## src/rtl/fifo_arb_pkg.sv

```systemverilog
// -----------------------------------------------------------------------------
// fifo_arb_pkg
// Shared definitions for the FIFO write-side arbiter:
//   - default parameter values (data width, requester count, burst length)
//   - FSM state encoding (IDLE = 0, BURST = 1)
//   - helper to size the beat counter
// No ports (package).
// -----------------------------------------------------------------------------
package fifo_arb_pkg;

    localparam int DATA_SIZE_DEF = 4;
    localparam int NUM_REQ_DEF   = 4;
    localparam int MAX_BURST_DEF = 8;

    typedef enum logic {
        IDLE  = 1'b0,
        BURST = 1'b1
    } arb_state_t;

    // Beat counter only has to reach MAX_BURST-1; keep at least one bit so a
    // single-beat configuration still has a legal vector.
    function automatic int cnt_width(input int max_burst);
        return (max_burst > 1) ? $clog2(max_burst) : 1;
    endfunction

endpackage

```

## src/rtl/fifo_wr_arbiter_rr_pick.sv

```systemverilog
// -----------------------------------------------------------------------------
// rr_pick
// Combinational round-robin picker. Searches the request vector starting at
// (last_owner + 1) mod NUM_REQ, wrapping upward, and reports the first hit.
// Ports:
//   req        in  [NUM_REQ-1:0]  request vector
//   last_owner in  [IDX_W-1:0]    index of the previous burst owner
//   valid      out                at least one request is set
//   index      out [IDX_W-1:0]    index of the chosen requester (0 if none)
// -----------------------------------------------------------------------------
module rr_pick
    import fifo_arb_pkg::*;
#(
    parameter  int NUM_REQ = NUM_REQ_DEF,
    localparam int IDX_W   = $clog2(NUM_REQ)
) (
    input  logic [NUM_REQ-1:0] req,
    input  logic [IDX_W-1:0]   last_owner,
    output logic               valid,
    output logic [IDX_W-1:0]   index
);

    // Candidate gi is the requester examined at search offset gi, i.e.
    // (last_owner + 1 + gi) mod NUM_REQ. One extra bit holds the unwrapped sum;
    // since NUM_REQ <= 2**IDX_W the sum never exceeds 2*NUM_REQ-1.
    logic [IDX_W-1:0]   cand_idx [NUM_REQ];
    logic [NUM_REQ-1:0] cand_hit;

    genvar gi;
    generate
        for (gi = 0; gi < NUM_REQ; gi++) begin : g_cand
            logic [IDX_W:0] sum;
            assign sum = {1'b0, last_owner} + (IDX_W+1)'(gi + 1);
            assign cand_idx[gi] = (sum >= (IDX_W+1)'(NUM_REQ))
                                ? IDX_W'(sum - (IDX_W+1)'(NUM_REQ))
                                : IDX_W'(sum);
            assign cand_hit[gi] = req[cand_idx[gi]];
        end
    endgenerate

    // Scan from the farthest offset down so the nearest hit wins.
    always_comb begin
        valid = 1'b0;
        index = '0;
        for (int k = NUM_REQ - 1; k >= 0; k--) begin
            if (cand_hit[k]) begin
                valid = 1'b1;
                index = cand_idx[k];
            end
        end
    end

endmodule

```

## src/rtl/fifo_wr_arbiter.sv

```systemverilog
// -----------------------------------------------------------------------------
// fifo_wr_arbiter
// Round-robin burst arbiter in front of a FIFO write port. In IDLE it picks the
// next requester (one cycle of arbitration), then in BURST it streams that
// requester's beats straight to the FIFO until the requester marks its last
// beat, MAX_BURST beats have been written, or the requester drops its request.
// A full FIFO stalls the burst indefinitely.
//
// Optional build macro: FIFO_ARB_STATS_EN adds a 16-bit saturating stall_cnt
// output counting BURST cycles where the owner requests but the FIFO is full.
//
// Ports:
//   wr_clk    in                        clock (rising edge)
//   wr_rst    in                        synchronous active-high reset
//   req       in  [NUM_REQ-1:0]         per-requester write request (level)
//   req_last  in  [NUM_REQ-1:0]         final beat of requester's burst
//   req_data  in  [NUM_REQ*DATA_SIZE-1:0] requester i data at [i*DATA_SIZE +: DATA_SIZE]
//   ack       out [NUM_REQ-1:0]         one-hot beat accepted
//   full      in                        FIFO full
//   wr_en     out                       FIFO write enable
//   wr_data   out [DATA_SIZE-1:0]       FIFO write data
//   grant_id  out [IDX_W-1:0]           burst owner, 0 when idle
//   busy      out                       high in BURST
//   stall_cnt out [15:0]                (FIFO_ARB_STATS_EN only) stall cycles
// -----------------------------------------------------------------------------
module fifo_wr_arbiter
    import fifo_arb_pkg::*;
#(
    parameter  int DATA_SIZE = DATA_SIZE_DEF,
    parameter  int NUM_REQ   = NUM_REQ_DEF,
    parameter  int MAX_BURST = MAX_BURST_DEF,
    localparam int IDX_W     = $clog2(NUM_REQ)
) (
    input  logic                           wr_clk,
    input  logic                           wr_rst,
    input  logic [NUM_REQ-1:0]             req,
    input  logic [NUM_REQ-1:0]             req_last,
    input  logic [NUM_REQ*DATA_SIZE-1:0]   req_data,
    output logic [NUM_REQ-1:0]             ack,
    input  logic                           full,
    output logic                           wr_en,
    output logic [DATA_SIZE-1:0]           wr_data,
    output logic [IDX_W-1:0]               grant_id,
`ifdef FIFO_ARB_STATS_EN
    output logic [15:0]                    stall_cnt,
`endif
    output logic                           busy
);

    localparam int               CNT_W     = cnt_width(MAX_BURST);
    localparam logic [CNT_W-1:0] LAST_BEAT = CNT_W'(MAX_BURST - 1);

    arb_state_t       state_reg, state_next;
    logic [IDX_W-1:0] owner_reg, owner_next;
    logic [IDX_W-1:0] last_owner_reg, last_owner_next;
    logic [CNT_W-1:0] beat_cnt_reg, beat_cnt_next;

    logic             pick_valid;
    logic [IDX_W-1:0] pick_index;
    logic             owner_req;
    logic             owner_last;
    logic             accept;

    logic [DATA_SIZE-1:0] data_slice [NUM_REQ];

    genvar gi;
    generate
        for (gi = 0; gi < NUM_REQ; gi++) begin : g_slice
            assign data_slice[gi] = req_data[gi*DATA_SIZE +: DATA_SIZE];
        end
    endgenerate

    rr_pick #(
        .NUM_REQ (NUM_REQ)
    ) u_rr_pick (
        .req        (req),
        .last_owner (last_owner_reg),
        .valid      (pick_valid),
        .index      (pick_index)
    );

    assign owner_req  = req[owner_reg];
    assign owner_last = req_last[owner_reg];
    assign accept     = (state_reg == BURST) && owner_req && !full;

    // ------------------------------------------------------------------ state
    always_ff @(posedge wr_clk) begin
        if (wr_rst) begin
            state_reg      <= IDLE;
            owner_reg      <= '0;
            last_owner_reg <= IDX_W'(NUM_REQ - 1);
            beat_cnt_reg   <= '0;
        end else begin
            state_reg      <= state_next;
            owner_reg      <= owner_next;
            last_owner_reg <= last_owner_next;
            beat_cnt_reg   <= beat_cnt_next;
        end
    end

    // ------------------------------------------------------------- next state
    always_comb begin
        state_next      = state_reg;
        owner_next      = owner_reg;
        last_owner_next = last_owner_reg;
        beat_cnt_next   = beat_cnt_reg;
        unique case (state_reg)
            IDLE: begin
                if (pick_valid) begin
                    state_next    = BURST;
                    owner_next    = pick_index;
                    beat_cnt_next = '0;
                end
            end
            BURST: begin
                if (!owner_req) begin
                    // Requester walked away mid-burst: give the slot up.
                    state_next      = IDLE;
                    last_owner_next = owner_reg;
                end else if (accept) begin
                    beat_cnt_next = beat_cnt_reg + CNT_W'(1);
                    if (owner_last || (beat_cnt_reg == LAST_BEAT)) begin
                        state_next      = IDLE;
                        last_owner_next = owner_reg;
                    end
                end
                // owner requesting but FIFO full: everything holds
            end
            default: state_next = IDLE;
        endcase
    end

    // ---------------------------------------------------------------- outputs
    // Outputs are forced to their idle values while wr_rst is high so the FIFO
    // never sees a write in the cycle the reset is being applied.
    always_comb begin
        ack      = '0;
        wr_en    = 1'b0;
        grant_id = '0;
        busy     = 1'b0;
        if ((state_reg == BURST) && !wr_rst) begin
            busy           = 1'b1;
            grant_id       = owner_reg;
            wr_en          = accept;
            ack[owner_reg] = accept;
        end
    end

    assign wr_data = data_slice[owner_reg];

`ifdef FIFO_ARB_STATS_EN
    logic [15:0] stall_cnt_reg;

    always_ff @(posedge wr_clk) begin
        if (wr_rst) begin
            stall_cnt_reg <= '0;
        end else if ((state_reg == BURST) && owner_req && full
                     && (stall_cnt_reg != 16'hFFFF)) begin
            stall_cnt_reg <= stall_cnt_reg + 16'd1;
        end
    end

    assign stall_cnt = stall_cnt_reg;
`endif

endmodule

```

## config.mk

```make
export PLATFORM = sky130hd
export DESIGN_NAME = fifo_wr_arbiter
export DESIGN_NICKNAME = d
export VERILOG_FILES = /design/src/rtl/fifo_arb_pkg.sv /design/src/rtl/fifo_wr_arbiter_rr_pick.sv /design/src/rtl/fifo_wr_arbiter.sv
export SDC_FILE = /design/constraint.sdc
export NUM_CORES = 1
export LEC_CHECK = 0
export CORE_MARGIN = 3
export CORE_UTILIZATION = 35
export CTS_CLUSTER_SIZE = 28
export DETAILED_ROUTE_END_ITERATION = 12
export DONT_BUFFER_PORTS = 1
export GPL_TIMING_DRIVEN = 0
export SKIP_LAST_GASP = 1
export SLEW_MARGIN = 20
export SYNTH_ARGS = -nofsm -noshare
export SYNTH_HDL_FRONTEND = slang
export SYNTH_SLANG_ARGS = --single-unit
```

## constraint.sdc

```tcl
create_clock -name wr_clk -period 4.6 [get_ports wr_clk]
set_input_delay 0.23 -clock wr_clk [delete_from_list [all_inputs] [get_ports wr_clk]]
set_output_delay 0.23 -clock wr_clk [all_outputs]
set_load 0.03 [all_outputs]
```

==> results of run 1 <==
==> critical path, stage by stage, from the launching register on <==
cell and delay (ps):
dfxtp_1 440, nor2b_1 580, and3b_1 270, buf_6 150, nand2_1 60, nor2_1 440
==> routing by layer <==
| layer | track usage, % | vias up |
|---|---|---|
| met3 | 5.341 | 2 |
| met1 | 15.65 | 261 |
| met2 | 22.17 | 31 |
| met5 | 0 | - |
| li1 | - | 286 |
| met4 | 2.765 | 0 |
==> layout make-up <==
| type | instances | area, um^2 | share of cell area (%) |
|---|---|---|---|
| buffer | 6 | 37.54 | 5.102 |
| clock buffer | 3 | 22.52 | 3.061 |
| multi-input combinational | 56 | 461.7 | 62.76 |
| sequential | 8 | 160.2 | 21.77 |
| tap | 25 | 31.28 | 4.252 |
| inverter | 6 | 22.52 | 3.061 |
==> layout by cell type (no fill, tap or decap) <==
cell / netlist / final
a211o_1: 2 / 2
a211oi_1: 1 / 1
a21bo_2: 1 / 1
a21oi_1: 7 / 7
a22oi_2: 1 / 1
a31oi_1: 3 / 3
and2_1: 2 / 2
and3_1: 2 / 2
and3b_1: 1 / 1
buf_6: 2 / 2
clkbuf_1: 4 / 4
clkbuf_4: 0 / 3
dfxtp_1: 8 / 8
ha_1: 2 / 2
inv_1: 6 / 6
mux2i_1: 4 / 4
mux4_1: 4 / 4
mux4_2: 1 / 1
nand2_1: 6 / 6
nand2b_1: 2 / 2
nand3_1: 3 / 3
nand3b_1: 1 / 1
nor2_1: 5 / 5
nor2b_1: 1 / 1
nor3_1: 2 / 2
nor3b_2: 1 / 1
nor4_1: 1 / 1
o211a_1: 1 / 1
o22ai_1: 1 / 1
or2_0: 1 / 1
==> stage by stage <==
stage | util (%) | worst slack (ps) | hold WS, ps | area (um^2)
detailed placement | 40.00 | 2436 | 429.5 | 713.2
global route | 41.26 | 2046 | 187.7 | 735.7
global placement | 40.00 | 2436 | 429.5 | 713.2
floorplan | - | 2575 | 412.7 | 681.9
finish | 41.26 | 2178 | 169.3 | 735.7
CTS | 41.26 | 2161 | 165.6 | 735.7
==> power by group through the flow <==
stage	Clock, mW	Sequential [mW]	Combinational [mW]
6_report	0.0537	0.0841	0.0891
5_1_grt	0.0592	0.0854	0.0978
2_1_floorplan	0	0.0841	0.0792
3_5_place_dp	0	0.0855	0.0907
4_1_cts	0.0552	0.0839	0.0901
3_3_place_gp	0	0.0856	0.0890
==> final timing paths <==
| kind | startpoint | to | cells past startpoint |
|---|---|---|---|
| worst min register to register | beat_cnt_reg[2]$_SDFFE_PP0P_ | beat_cnt_reg[2]$_SDFFE_PP0P_ | 2 |
| worst min-delay path | full | beat_cnt_reg[2]$_SDFFE_PP0P_ | 3 |
| worst max register to register | owner_reg[0]$_SDFFE_PP0P_ | last_owner_reg[0]$_SDFFE_PP1P_ | 5 |
| worst max-delay path | state_reg$_SDFF_PP0_ | ack[0] | 5 |
==> logic make-up (layout without fill, tap and decap cells) <==
kind of cell	after synthesis	count (layout)	synth area share, %
AND/OR/NAND/NOR	28	28	22.20
AO/OA/AOI/OAI	17	17	17.25
buffers and inverters	12	15	8.806
multiplexers	9	9	24.59
flip-flops	8	8	23.49
adder cells (fa/ha/maj)	2	2	3.669
==> results.tsv, run 1 <==
stage	metric	value	unit
timing	Fin. Hold Viols	0	
die	Initial Utilization	38.25	%
finish	Fill cells	185	
synth	cell with the most instances after synthesis	dfxtp_1	
finish	synthesis-to-layout area growth	7.890	%
detailed_routing	Final ANT Viol Nets	0	
die	Core Rows	15	
worst_setup_path	kind of critical path	reg2out	
synth	Post-synth top flop	dfxtp_1	
power	Int Power	0.1429	mW
synth	Avg Cell Area, Syn	8.972	um^2
clock_tree	hold_buf cts	0	
die	Core ar.	1783	um^2
detailed_routing	drt total wl	1.563	mm
grt	vias in the first global route	587	
grt	largest net degree at the start of global routing	11	
power	pwr dens	308.5	nW/um^2
finish	# nets final	110	
grt	global-route wire length before repair	2.553	mm
flow_run	MaxCap Viol Count	0	
placement	RePlAce Congestion	0.7095	
timing	min cycle time layout	2422	ps
power	LEAKAGE	0.3097	nW
grt	initial antenna violation count	0	
worst_setup_path	critical-path maximum fanout	7	
detailed_routing	DR vias	580	
synth	Yosys warnings	0	
power	sequential share of power	37.1	%
status	status	complete, no violations	
die	total die area	2514	um^2
synth	number of synthesized flops with an enable pin	0	
finish	share of layout cells above drive strength 1	11.39	%
synth	Yosys reg bits	8	
die	Die W	50.14	um
timing	final setup vio count	0	
grt	total global routing overflow	0	
detailed_routing	highest routed layer	met4	
clock_tree	H-tree lvl count	1	
timing	Tcrit/Tclk final	52.66	%
synth	Net Count, Synth	105	
die	Top Ports	39	
placement	post-DP HPWL	1.267	mm
timing	setup_tns	0	ps
placement	input/output buffers	0	
power	switching pwr	0.08406	mW
clock_tree	CTS root buf	clkbuf_4	
timing	RSZ-0062 raised after global routing	no	
finish	Inserted Diodes	0	
power	total chip power	0.2269	mW
synth	sequential fraction of the synthesis area	23.49	%
clock_tree	clock-pin slew on the worst setup and hold paths	60	ps
power	switch share	37.04	%
synth	Yosys top cell by area	dfxtp_1	
placement	Cell Count Post-Placement	101	
synth	Post-synth top cells	dfxtp_1 (8), a21oi_1 (7), inv_1 (6), nand2_1 (6), nor2_1 (5)	
worst_setup_path	Critical Path Sink Type	output pin	
timing	maximum operating frequency	412.8	MHz
power	combinational share of power	39.3	%
worst_setup_path	CP Launch Type	flip-flop	
clock_tree	Worst-Skew Late Latency	250	ps
detailed_routing	DR iter-0 viols	9	
detailed_routing	WL met3	197	um
detailed_routing	DRC violations left	0	
synth	synth top area cells	dfxtp_1 (23%), mux4_1 (15%), mux2i_1 (5.9%), a21oi_1 (5.1%), ha_1 (3.7%)	
detailed_routing	Via density	5.577	
die	height of the die	50.14	um
detailed_routing	post-DR wirelength/cell	15.03	um
power	Worst IR Drop VDD	0.0001072	V
finish	fin cells	104	
finish	max reg flops	3	
synth	cells after synthesis	76	
clock_tree	Max clock buf depth	2	
timing	max-slew violations	0	
clock_tree	cts bufs inserted	3	
clock_tree	CTS Sinks	8	
timing	Least-Margin Pin Slew	964.9	ps
synth	Synth top area share	23.49	%
clock_tree	Resize count post-CTS	0	
detailed_routing	metal2 WL	696	um
min_path	Hold WC Path Type	in2reg	
timing	Setup Skew	7.720	ps
detailed_routing	Post-Route M1 WL	657	um
grt	GR Util All Layers	13.20	%
timing	Rel. slew slack	35.18	%
synth	fraction of registers with async set/reset	0	%
synth	distinct cell type count after synthesis	29	
worst_setup_path	reg2reg setup slack	2960	ps
clock_tree	TritonCTS clock tree	done	
detailed_routing	First-pass DRT Iterations	3	
synth	mapped cell area	681.9	um^2
power	clock power share	23.7	%
clock_tree	# Post-CTS Setup Buffers	0	
worst_setup_path	CP arrival	2190	ps
worst_setup_path	Required @ worst endpoint	4370	ps
Power figures use the tool's default switching activity.
==> run 2, diff against run 1 <==
--- a/config.mk
+++ b/config.mk
@@ -5,6 +5,7 @@
 export SDC_FILE = /design/constraint.sdc
 export NUM_CORES = 1
 export LEC_CHECK = 0
+export ABC_AREA = 1
 export CORE_MARGIN = 3
 export CORE_UTILIZATION = 35
 export CTS_CLUSTER_SIZE = 28
==> constraint.sdc (replaced) <==
create_clock -name wr_clk -period 2.5 [get_ports wr_clk]
set_input_delay 0.125 -clock wr_clk [delete_from_list [all_inputs] [get_ports wr_clk]]
set_output_delay 0.125 -clock wr_clk [all_outputs]
set_load 0.03 [all_outputs]
==> results.tsv, run 2 <==
stage	metric	value	unit	change
clock_tree	cts bufs inserted	3		unchanged
synth	mux contribution to synthesized area	0	%	was 24.59%
detailed_routing	drt total wl	1.941	mm	was 1.563 mm
timing	Tcrit/Tclk final	92.29	%	
synth	Post-Synth Simple-Gate Area	51.12	%	was 22.20%
grt	global-route wire length before repair	2.980	mm	was 2.553 mm
worst_setup_path	Bufs and invs on worst path	2		was 1
die	Top Ports	39		unchanged
worst_setup_path	kind of critical path	reg2out		unchanged
timing	setup_tns	0	ps	unchanged
finish	most frequent cells in the layout	nand2_1 (52), inv_1 (11), nand3_1 (10), dfxtp_1 (8), a22oi_1 (7)		was dfxtp_1 (8), a21oi_1 (7), inv_1 (6), nand2_1 (6), nor2_1 (5)
worst_setup_path	critical-path maximum fanout	5		was 7
worst_setup_path	critical-path cell list	inv_1 > nor2_1 > inv_2 > nor4_2		was nor2b_1 > and3b_1 > buf_6 > nand2_1 > nor2_1
timing	RSZ-0062 raised after global routing	no		unchanged
finish	Fill cells	246		was 185
clock_tree	clock-pin slew on the worst setup and hold paths	60	ps	about the same
synth	fraction of registers with async set/reset	0	%	unchanged
detailed_routing	DR vias	842		was 580
synth	Post-synth top cells	nand2_1 (52), inv_1 (11), nand3_1 (10), dfxtp_1 (8), a22oi_1 (7)		was dfxtp_1 (8), a21oi_1 (7), inv_1 (6), nand2_1 (6), nor2_1 (5)
min_path	Hold WC Path Type	in2reg		unchanged
clock_tree	Max clock buf depth	2		unchanged
detailed_routing	First-pass DRT Iterations	4		was 3
timing	min cycle time layout	2307	ps	
placement	input/output buffers	0		unchanged
grt	vias in the first global route	745		was 587
clock_tree	hold_buf cts	0		unchanged
die	Core ar.	2233	um^2	was 1783 um^2
clock_tree	Resize count post-CTS	0		unchanged
detailed_routing	Final ANT Viol Nets	0		unchanged
flow_run	MaxCap Viol Count	0		unchanged
synth	synth top area cells	nand2_1 (23%), dfxtp_1 (19%), a22oi_1 (6.3%), nand3_1 (6.0%), inv_1 (4.9%)		was dfxtp_1 (23%), mux4_1 (15%), mux2i_1 (5.9%), a21oi_1 (5.1%), ha_1 (3.7%)
finish	Inserted Diodes	0		unchanged
timing	Least-Margin Pin Slew	928.7	ps	was 964.9 ps
worst_setup_path	CP arrival	2180	ps	was 2190 ps
detailed_routing	DRC violations left	0		unchanged
die	height of the die	54.91	um	was 50.14 um
timing	Setup Skew	10.60	ps	was 7.720 ps
worst_setup_path	Required @ worst endpoint	2380	ps	was 4370 ps
timing	setup ws final	192.8	ps	was 2178 ps
synth	sequential fraction of the synthesis area	19.13	%	was 23.49%
synth	mapped cell area	837.1	um^2	was 681.9 um^2
synth	cells after synthesis	136		was 76
finish	synthesis-to-layout area growth	9.118	%	was 7.890%
clock_tree	H-tree lvl count	1		unchanged
synth	number of synthesized flops with an enable pin	0		unchanged
timing	Min Hold Slack	176.7	ps	was 169.3 ps
synth	Synth top area share	23.32	%	was 23.49%
worst_setup_path	CP Launch Type	flip-flop		unchanged
clock_tree	CTS root buf	clkbuf_4		unchanged
detailed_routing	post-DR wirelength/cell	11.62	um	was 15.03 um
finish	max reg flops	3		unchanged
synth	Synth Area in XOR/XNOR	0	%	unchanged
clock_tree	CTS Sinks	8		unchanged
clock_tree	TritonCTS clock tree	done		unchanged
synth	distinct cell type count after synthesis	29		unchanged
synth	Yosys reg bits	8		unchanged
timing	max-slew violations	0		unchanged
power	Worst IR Drop VDD	0.0005732	V	was 0.0001072 V
finish	share of layout cells above drive strength 1	20.86	%	was 11.39%
detailed_routing	DR iter-0 viols	6		was 9
power	pwr dens	1270	nW/um^2	was 308.5 nW/um^2
power	total chip power	1.160	mW	was 0.2269 mW
grt	initial antenna violation count	0		unchanged
min_path	source of the worst hold timing path	full		unchanged
power	LEAKAGE	0.4480	nW	was 0.3097 nW
grt	total global routing overflow	0		unchanged
detailed_routing	Via density	5.042		was 5.577
die	Initial Utilization	37.48	%	was 38.25%
finish	fin cells	167		was 104
synth	post-synthesis compound-gate area fraction	14.20	%	was 17.25%
die	total die area	3015	um^2	was 2514 um^2
min_path	Cells on Worst Hold Path	3		unchanged
clock_tree	# Post-CTS Setup Buffers	0		unchanged
timing	maximum operating frequency	433.4	MHz	
worst_setup_path	Critical Path Sink Type	output pin		unchanged
synth	adder-cell area share of the yosys netlist	2.990	%	was 3.670%
die	Core Rows	17		was 15
timing	final setup vio count	0		unchanged
worst_setup_path	R2R Path Start	state_reg$_SDFF_PP0_		was owner_reg[0]$_SDFFE_PP0P_
timing	Rel. slew slack	37.61	%	was 35.18%
finish	register area	160.2	um^2	unchanged
clock_tree	Worst-Skew Late Latency	260	ps	was 250 ps
status	status	complete, no violations		unchanged
finish	# nets final	170		was 110
worst_setup_path	reg2reg setup slack	1050	ps	was 2960 ps
synth	Yosys warnings	0		unchanged
worst_setup_path	CP top delay family	simple AND/OR/NAND/NOR gates		unchanged
synth	Net Count, Synth	165		was 105
worst_setup_path	CP peak stage delay	680	ps	was 580 ps
synth	Post-synth top flop	dfxtp_1		unchanged
placement	RePlAce Congestion	0.7944		was 0.7095
die	Die W	54.91	um	was 50.14 um
finish	commonest non-fill, non-tap cell in the layout	nand2_1		was dfxtp_1
grt	GR Util All Layers	13.45	%	was 13.20%
synth	cell with the most instances after synthesis	nand2_1		was dfxtp_1
placement	Cell Count Post-Placement	164		was 101
finish	area of the multi-input gates	590.6	um^2	was 461.7 um^2
worst_setup_path	r2r worst-path depth	4		was 5
timing	Fin. Hold Viols	0		unchanged
synth	Avg Cell Area, Syn	6.155	um^2	was 8.972 um^2
worst_setup_path	Reg-to-Reg End	beat_cnt_reg[1]$_SDFFE_PP0P_		was last_owner_reg[0]$_SDFFE_PP1P_
worst_setup_path	CP max stage cell	nor4_2		was nor2b_1
synth	Yosys top cell by area	nand2_1		was dfxtp_1
min_path	Hold Path End	beat_cnt_reg[1]$_SDFFE_PP0P_		was beat_cnt_reg[2]$_SDFFE_PP0P_
grt	largest net degree at the start of global routing	11		unchanged
placement	DP Worst Slack	450.7	ps	was 2436 ps
synth	largest family of logic cells by synthesized area	simple AND/OR/NAND/NOR gates		was multiplexers
placement	post-DP HPWL	1.630	mm	was 1.267 mm
run 2: changes by cell type in the layout (fill, tap and decap cells not counted), moves of 5 or more:
| cell | previous run | this run |
|---|---|---|
| nand3_1 | 3 | 10 |
| nand2_1 | 6 | 52 |
| inv_2 | 0 | 5 |
| nand2_2 | 0 | 5 |
| a22oi_1 | 0 | 7 |
| inv_1 | 6 | 11 |
run 2: worst max path at each step:
stage,startpoint,end,cells after the start,slack [ps]
final,state_reg$_SDFF_PP0_,ack[0],4,190
after global routing,state_reg$_SDFF_PP0_,ack[1],4,20
after CTS,state_reg$_SDFF_PP0_,ack[2],4,170
after detailed placement,state_reg$_SDFF_PP0_,ack[2],4,450
after global placement,state_reg$_SDFF_PP0_,ack[0],4,150
after floorplan,state_reg$_SDFF_PP0_,ack[0],4,300
run 2: metrics by stage:
step	area (um^2)	util, %
3_3_place_gp	872.1	39.05
2_1_floorplan	837.1	-
5_1_grt	913.4	40.90
6_report	913.4	40.90
4_1_cts	913.4	40.90
3_5_place_dp	890.9	39.89
run 2: cells by family (layout without fill, tap and decap cells):
logic type / Yosys count / count (layout)
simple gates: 87 / 87
flops: 8 / 8
buf+inv: 22 / 25
compound gates: 17 / 17
fa+ha+maj: 2 / 2
run 2: power breakdown:
group | internal, mW | switching [mW]
logic | 0.274 | 0.590
clock network | 0.0551 | 0.0467
registers | 0.168 | 0.0258
total | 0.497 | 0.663
run 2: final cells by class:
cell class | instances | share of cell area, %
Sequential cell | 8 | 17.53
Multi-Input combinational cell | 106 | 64.66
Inverter | 18 | 7.808
Buffer | 4 | 3.699
Clock buffer | 3 | 2.466
Tap cell | 28 | 3.836
run 2: tightest hold or removal path, stage by stage:
cell and delay (ps):
nor2_1 40, nand2_4 130, o22ai_1 90
run 2: metal layers:
layer | up-vias | part of all wire (%) | track usage (%)
li1 | 448 | - | -
met1 | 358 | 43 | 13.96
met2 | 34 | 47 | 25.20
met3 | 2 | 9.1 | 5.898
met4 | 0 | 0.31 | 2.024
met5 | - | 0 | 0
==> run 3, diff against run 2 <==
--- a/config.mk
+++ b/config.mk
@@ -6,12 +6,15 @@
 export NUM_CORES = 1
 export LEC_CHECK = 0
 export ABC_AREA = 1
+export CELL_PAD_IN_SITES_DETAIL_PLACEMENT = 1
+export CELL_PAD_IN_SITES_GLOBAL_PLACEMENT = 1
 export CORE_MARGIN = 3
 export CORE_UTILIZATION = 35
 export CTS_CLUSTER_SIZE = 28
 export DETAILED_ROUTE_END_ITERATION = 12
 export DONT_BUFFER_PORTS = 1
 export GPL_TIMING_DRIVEN = 0
+export PLACE_DENSITY_LB_ADDON = 0.1
 export SKIP_LAST_GASP = 1
 export SLEW_MARGIN = 20
 export SYNTH_ARGS = -nofsm -noshare
==> results.tsv, run 3 (synthesis gave the netlist of run 2 again) <==
stage	metric	value	unit	change
finish	fin cells	167		unchanged
clock_tree	clock-pin slew on the worst setup and hold paths	60	ps	about the same
status	status	complete, no violations		unchanged
timing	setup ws final	172.2	ps	was 192.8 ps
finish	Inserted Diodes	0		unchanged
detailed_routing	First-pass DRT Iterations	4		unchanged
detailed_routing	DR iter-0 viols	8		was 6
power	LEAKAGE	0.4480	nW	unchanged
worst_setup_path	kind of critical path	reg2out		unchanged
placement	DP Area	890.9	um^2	unchanged
power	pwr dens	1282	nW/um^2	was 1270 nW/um^2
timing	maximum operating frequency	429.6	MHz	was 433.4 MHz
timing	Min Hold Slack	182.3	ps	was 176.7 ps
clock_tree	Resize count post-CTS	0		unchanged
worst_setup_path	Critical Path Sink Type	output pin		unchanged
placement	DP Worst Slack	432.5	ps	was 450.7 ps
grt	global-route wire length before repair	3.498	mm	was 2.980 mm
clock_tree	# Post-CTS Setup Buffers	0		unchanged
worst_setup_path	reg2reg setup slack	1040	ps	was 1050 ps
timing	Rel. slew slack	37.74	%	was 37.61%
grt	GR Util All Layers	15.99	%	was 13.45%
die	Initial Utilization	37.48	%	unchanged
die	Top Ports	39		unchanged
clock_tree	Worst-Skew Late Latency	260	ps	about the same
min_path	Hold WC Path Type	in2reg		unchanged
die	Core Rows	17		unchanged
die	Core ar.	2233	um^2	unchanged
clock_tree	cts bufs inserted	3		unchanged
clock_tree	TritonCTS clock tree	done		unchanged
finish	synthesis-to-layout area growth	9.118	%	unchanged
clock_tree	H-tree lvl count	1		unchanged
worst_setup_path	Required @ worst endpoint	2380	ps	about the same
detailed_routing	post-DR wirelength/cell	13.23	um	was 11.62 um
flow_run	MaxCap Viol Count	0		unchanged
detailed_routing	DRC violations left	0		unchanged
placement	post-DP HPWL	1.868	mm	was 1.630 mm
timing	max-slew violations	0		unchanged
timing	min cycle time layout	2328	ps	was 2307 ps
timing	setup_tns	0	ps	unchanged
die	Die W	54.91	um	unchanged
timing	Least-Margin Pin Slew	926.8	ps	was 928.7 ps
finish	max reg flops	3		unchanged
worst_setup_path	critical-path maximum fanout	5		unchanged
timing	final setup vio count	0		unchanged
finish	commonest non-fill, non-tap cell in the layout	nand2_1		unchanged
finish	share of layout cells above drive strength 1	20.86	%	unchanged
clock_tree	hold_buf cts	0		unchanged
worst_setup_path	CP arrival	2200	ps	was 2180 ps
clock_tree	CTS root buf	clkbuf_4		unchanged
power	total chip power	1.171	mW	was 1.160 mW
grt	initial antenna violation count	0		unchanged
grt	largest net degree at the start of global routing	11		unchanged
finish	design area	913.4	um^2	unchanged
detailed_routing	DR vias	901		was 842
timing	Tcrit/Tclk final	93.11	%	was 92.29%
timing	RSZ-0062 raised after global routing	no		unchanged
placement	input/output buffers	0		unchanged
finish	Finished Core Util	40.90	%	unchanged
grt	vias in the first global route	794		was 745
detailed_routing	Via density	5.395		was 5.042
timing	Setup Skew	5.782	ps	was 10.60 ps
grt	total global routing overflow	0		unchanged
detailed_routing	Final ANT Viol Nets	0		unchanged
finish	most frequent cells in the layout	nand2_1 (52), inv_1 (11), nand3_1 (10), dfxtp_1 (8), a22oi_1 (7)		unchanged
worst_setup_path	CP Launch Type	flip-flop		unchanged
clock_tree	CTS Sinks	8		unchanged
finish	# nets final	170		unchanged
die	height of the die	54.91	um	unchanged
clock_tree	Max clock buf depth	2		unchanged
detailed_routing	drt total wl	2.210	mm	was 1.941 mm
placement	Cell Count Post-Placement	164		unchanged
placement	RePlAce Congestion	0.7657		was 0.7944
power	Worst IR Drop VDD	0.0004000	V	was 0.0005732 V
timing	Fin. Hold Viols	0		unchanged
die	total die area	3015	um^2	unchanged
## run 3: power breakdown
group	switching [mW]	internal, mW
logic	0.598	0.274
clock network	0.0470	0.0552
registers	0.0290	0.168
total	0.674	0.497
## run 3: critical path, stage by stage, from the launching register on
cell and delay, ps:
dfxtp_1 380, inv_1 130, nor2_1 600, inv_2 150
nor4_2 690
## run 3: final timing paths
check / startpoint / to / depth (start not counted)
min: full / beat_cnt_reg[1]$_SDFFE_PP0P_ / 3
max reg2reg: last_owner_reg[0]$_SDFFE_PP1P_ / owner_reg[0]$_SDFFE_PP0P_ / 11
max: state_reg$_SDFF_PP0_ / ack[1] / 4
min reg2reg: beat_cnt_reg[1]$_SDFFE_PP0P_ / beat_cnt_reg[1]$_SDFFE_PP0P_ / 2
## run 3: per-layer routing
metal	global-route usage [%]	part of all wire (%)	wire, um	vias to the layer above
met4	4.858	0	0	0
met3	4.021	6.2	137	0
met5	0	0	0	-
met2	28.15	51	1136	29
li1	-	-	-	449
met1	18.90	42	937	423
## run 3: layout make-up
| class | count | area (um^2) |
|---|---|---|
| Buffer | 4 | 33.78 |
| Clock buffer | 3 | 22.52 |
| Fill cell | 313 | 1320 |
| Inverter | 18 | 71.32 |
| Multi-Input combinational cell | 106 | 590.6 |
| Sequential cell | 8 | 160.2 |
| Tap cell | 28 | 35.03 |
